**config.mk**
```make
export PLATFORM = sky130hd
export DESIGN_NAME = seq_magnitude_comparator
export DESIGN_NICKNAME = d
export VERILOG_FILES = /design/src/rtl/seq_magnitude_comparator.sv
export SDC_FILE = /design/constraint.sdc
export NUM_CORES = 1
export LEC_CHECK = 0
export ABC_AREA = 1
export CORE_ASPECT_RATIO = 0.9
export CORE_MARGIN = 2
export CORE_UTILIZATION = 50
export DETAILED_ROUTE_END_ITERATION = 10
export GPL_TIMING_DRIVEN = 0
export PLACE_DENSITY = 0.8
export SLEW_MARGIN = 40
export SYNTH_ARGS = -nofsm -noshare
export SYNTH_HDL_FRONTEND = slang
export SYNTH_SLANG_ARGS = --single-unit
export TNS_END_PERCENT = 30
```
**constraint.sdc**
```tcl
create_clock -name clk -period 6.9 [get_ports clk]
set_clock_uncertainty 0.15 [all_clocks]
set_input_delay 2.07 -clock clk [delete_from_list [all_inputs] [get_ports clk]]
set_output_delay 2.07 -clock clk [all_outputs]
set_load 0.03 [all_outputs]
```
**src/rtl/seq_magnitude_comparator.sv**
```systemverilog
// Multi-cycle magnitude comparator: scans CHUNK bits per clock from the MSB side and stops at the first differing chunk.
// Optional two's-complement mode is compiled in with the CMP_SIGNED_EN macro (adds the signed_cmp port).
module seq_magnitude_comparator #(
   parameter int WIDTH = 16,
   parameter int CHUNK = 4,
   localparam int NCHUNK = WIDTH / CHUNK,
   localparam int IW = (NCHUNK > 1) ? $clog2(NCHUNK) : 1
) (
   input  logic             clk,
   input  logic             rst_n,
   input  logic             in_valid,
   output logic             in_ready,
   input  logic [WIDTH-1:0] a,
   input  logic [WIDTH-1:0] b,
`ifdef CMP_SIGNED_EN
   input  logic             signed_cmp,
`endif
   output logic             out_valid,
   input  logic             out_ready,
   output logic             a_gt,
   output logic             b_gt,
   output logic             a_eq,
   output logic [IW:0]      n_cycles
);

   typedef enum logic [1:0] {
      S_IDLE = 2'd0,
      S_CMP  = 2'd1,
      S_DONE = 2'd2
   } state_t;

   state_t           state_q;
   logic [WIDTH-1:0] a_q;
   logic [WIDTH-1:0] b_q;
   logic [IW-1:0]    idx_q;
   logic [IW:0]      cnt_q;
   logic             out_valid_q;
   logic             a_gt_q;
   logic             b_gt_q;
   logic             a_eq_q;
   logic [IW:0]      n_cycles_q;
`ifdef CMP_SIGNED_EN
   logic             signed_q;
`endif

   logic [CHUNK-1:0] a_chunk;
   logic [CHUNK-1:0] b_chunk;
   logic             a_wins;
   logic             b_wins;

   // Mux the chunk under inspection; with a single chunk idx_q stays 0.
   always_comb begin
      a_chunk = '0;
      b_chunk = '0;
      for (int i = 0; i < NCHUNK; i++) begin
         if (idx_q == i[IW-1:0]) begin
            a_chunk = a_q[i*CHUNK +: CHUNK];
            b_chunk = b_q[i*CHUNK +: CHUNK];
         end
      end
   end

   always_comb begin
      a_wins = (a_chunk > b_chunk);
      b_wins = (b_chunk > a_chunk);
`ifdef CMP_SIGNED_EN
      // Differing sign bits decide a signed compare on the first cycle: the non-negative operand is larger.
      if (signed_q && (cnt_q == '0) && (a_q[WIDTH-1] != b_q[WIDTH-1])) begin
         a_wins = ~a_q[WIDTH-1];
         b_wins = a_q[WIDTH-1];
      end
`endif
   end

   always_ff @(posedge clk) begin
      if (!rst_n) begin
         state_q     <= S_IDLE;
         idx_q       <= '0;
         cnt_q       <= '0;
         out_valid_q <= 1'b0;
         a_gt_q      <= 1'b0;
         b_gt_q      <= 1'b0;
         a_eq_q      <= 1'b0;
         n_cycles_q  <= '0;
      end else begin
         case (state_q)
            S_IDLE: begin
               if (in_valid) begin
                  a_q      <= a;
                  b_q      <= b;
`ifdef CMP_SIGNED_EN
                  signed_q <= signed_cmp;
`endif
                  idx_q    <= IW'(NCHUNK - 1);
                  cnt_q    <= '0;
                  a_gt_q   <= 1'b0;
                  b_gt_q   <= 1'b0;
                  a_eq_q   <= 1'b0;
                  state_q  <= S_CMP;
               end
            end
            S_CMP: begin
               cnt_q <= cnt_q + (IW+1)'(1);
               if (a_wins || b_wins) begin
                  a_gt_q      <= a_wins;
                  b_gt_q      <= b_wins;
                  a_eq_q      <= 1'b0;
                  n_cycles_q  <= cnt_q + (IW+1)'(1);
                  out_valid_q <= 1'b1;
                  state_q     <= S_DONE;
               end else if (idx_q == '0) begin
                  a_gt_q      <= 1'b0;
                  b_gt_q      <= 1'b0;
                  a_eq_q      <= 1'b1;
                  n_cycles_q  <= cnt_q + (IW+1)'(1);
                  out_valid_q <= 1'b1;
                  state_q     <= S_DONE;
               end else begin
                  idx_q <= idx_q - IW'(1);
               end
            end
            S_DONE: begin
               // Returning to IDLE here leaves one bubble before the next accept.
               if (out_ready) begin
                  out_valid_q <= 1'b0;
                  state_q     <= S_IDLE;
               end
            end
            default: begin
               state_q     <= S_IDLE;
               out_valid_q <= 1'b0;
            end
         endcase
      end
   end

   assign in_ready  = (state_q == S_IDLE);
   assign out_valid = out_valid_q;
   assign a_gt      = a_gt_q;
   assign b_gt      = b_gt_q;
   assign a_eq      = a_eq_q;
   assign n_cycles  = n_cycles_q;

endmodule

```
==> metrics.cfg <==
[outcome]
outcome=complete, no violations

[yosys]
syn-instance-count=176
netlist_top_cells_area=edfxtp_1 49%, dfxtp_1 14%, ha_1 5.8%
ys_async_sr_fraction=0
syn-cell-area_mm2=0.001948
yosysTopAreaCell=edfxtp_1
syn_avg_cell_area_um2=11.07
synth_seq_area_share=0.6371
synth_common_cells=32 x edfxtp_1, 29 x nand2_1, 21 x a21oi_1
ys_warn_count=0
synth-edff-count=32
synth_nets=221
synth.most_common_cell=edfxtp_1
synth_ff_type=edfxtp_1
synth_cell_types=24
synth_seq_cells=46
yosysTopAreaCellShare=0.4933

[timing]
finalSetupViolCount=0
maxSlewViolCount=0
worst_slew_pin_slew_ns=0.4848
finalCriticalPeriod_ns=3.875
fin_crit_sh=0.5616
final-hold-violation-count=0
relSlewSlack=0.6760
rsz0062_at_grt=no
finalSetupTns_ns=0
hold_slack_ns=0.3137
max_freq_mhz=258.1

[critical_path]
worstPathArrival_ns=3.73
r2r-start=idx_q[1]
startpoint_type=input port
rrSetupSlack_ns=4.09
critical_path_peak_fanout=17
crit_path_end_kind=register
cp-endpoint=b_q[9]
crit_type=in -> reg
crit_start=rst_n
rr_worst_depth=15
cp.required_ns=6.76
r2r-end=idx_q[1]

[place]
io_buffers=43
gp_congestion=0.8215
dp.cells=266
hpwl_mm=2.720

[cts]
root_buffer=clkbuf_8
htreeDepth=2
cts_tree=yes
cts-buffers-inserted=5
cts_hold_repair.buffers=0
post-cts-setup-buffers=0
cts_resized=0
clock_path_buffers=2
clk_latency_ns=0.30
clk_pin_slew_ns=0.08
cts.sinks=46

[global_routing]
grt_pass1_vias=1415
grt_max_degree=18
grtUsageTotal=0.1840
antenna_found_initial=0
grt_pass1_wl_mm=6.092
overflow=0

[route]
drc=0
wl_mm=3.713
vias=1416
routedWlPerCell_um=13.55
ant_nets=0
detail_route.vias_per_cell=5.168
drt_iter0_markers=101
first_pass_iters=4

[cells_and_area]
area_delta_synth_final_pct=30.83
nets=272
instances_no_fill=274
num_antenna_cells=0
final_util=0.6831
fill_cells=268
drive_gt1_frac=0.07895

[floorplan]
ios=44
die_area_mm2=0.004412
placementRows=21
start_util=0.5221
chipHeight_um=63.22
chipWidth_um=69.80
core_mm2=0.003731

[pwr]
power_mw=0.6644
leakagePower_nw=0.9566
power_density_mw_per_mm2=260.7
ir_worst_vdd_mv=0.1968

[run]
drv_cap=0

[min_path]
hp-class=reg -> reg

## metal layers
metal  track usage  up-vias  share of wire
met5             0        -              0
met4       0.06490        0         0.0073
met3       0.06400        3          0.053
met2        0.3131       44           0.51
met1        0.2169      651           0.43
li1              -      718              -
## registers in the layout, summed over array words and instances, names as in the netlist
register   cells
a_eq           1
a_gt           1
a_q           16
b_gt           1
b_q           16
cnt_q          3
idx_q          2
n_cycles       3
out_valid      1
state_q        2
## layout by cell type (no fill, tap or decap)
cell type,Yosys,layout
ha_1,9,9
a21oi_1,21,21
clkinv_2,0,1
clkbuf_1,1,1
nand2_1,29,29
nand2_4,1,1
clkbuf_8,0,5
nor2_1,13,12
clkdlybuf4s50_1,0,43
nor2_2,1,1
nand3_4,1,1
a22oi_1,6,6
o211ai_1,1,1
o21ai_0,14,14
nand3_1,8,8
clkinv_4,0,1
edfxtp_1,32,32
clkinv_1,2,2
buf_4,1,1
dfxtp_1,14,14
clkinvlp_4,0,1
nor2_4,2,3
o2111ai_1,1,1
nand2_2,1,1
nand4_1,1,1
inv_1,14,14
xor2_1,1,1
buf_8,0,1
buf_2,1,1
nor3_1,1,1
## logic make-up (layout without fill, tap and decap cells)
family | after synthesis | in the layout | synth area share
AOI/OAI and AO/OA | 43 | 43 | 0.1214
DFF | 46 | 46 | 0.6371
and+or+nand+nor | 58 | 58 | 0.1400
buffers and inverters | 19 | 71 | 0.03918
xor gates and xnor gates | 1 | 1 | 0.004497
adders and majority gates | 9 | 9 | 0.05780
## worst max-delay path, stage by stage
cell             delay, ns
clkdlybuf4s50_1       0.61
clkinv_1              0.32
nor2_4                0.50
buf_8                 0.23
## worst min path at each step
stage	end	slack, ns	cells after the start	from
2_1_floorplan	cnt_q[1]	0.29	2	cnt_q[1]
3_3_place_gp	n_cycles[2]	0.30	2	n_cycles[2]
3_5_place_dp	n_cycles[2]	0.31	2	n_cycles[2]
4_1_cts	n_cycles[2]	0.32	2	n_cycles[2]
5_1_grt	cnt_q[2]	0.36	2	cnt_q[2]
6_report	n_cycles[1]	0.31	2	n_cycles[1]
## area by class of cell
class / instances / area, um^2 / area share
Timing Repair Buffer: 44 / 445.4 / 0.1748
Inverter: 16 / 60.06 / 0.02356
Clock buffer: 5 / 68.82 / 0.02700
Multi-Input combinational cell: 111 / 638.1 / 0.2504
Tap cell: 46 / 57.56 / 0.02258
Clock inverter: 3 / 21.27 / 0.008346
Sequential cell: 46 / 1241 / 0.4870
Buffer: 3 / 16.27 / 0.006382
## through the flow
stage | cell area, um^2 | setup WS, ns
after floorplan | 1948 | 2.597
after global placement | 2436 | 1.463
after detailed placement | 2459 | 2.695
after CTS | 2549 | 3.011
after global routing | 2549 | 2.910
final | 2549 | 3.025
## report_power, final
part	leakage (nW)	switching, mW	internal (mW)	total, mW
logic	0.501	0.106	0.0710	0.177
registers	0.411	0.00882	0.318	0.327
clock network	0.0441	0.0894	0.0711	0.161
total	0.957	0.204	0.460	0.664
(Power assumes the default switching activity.)
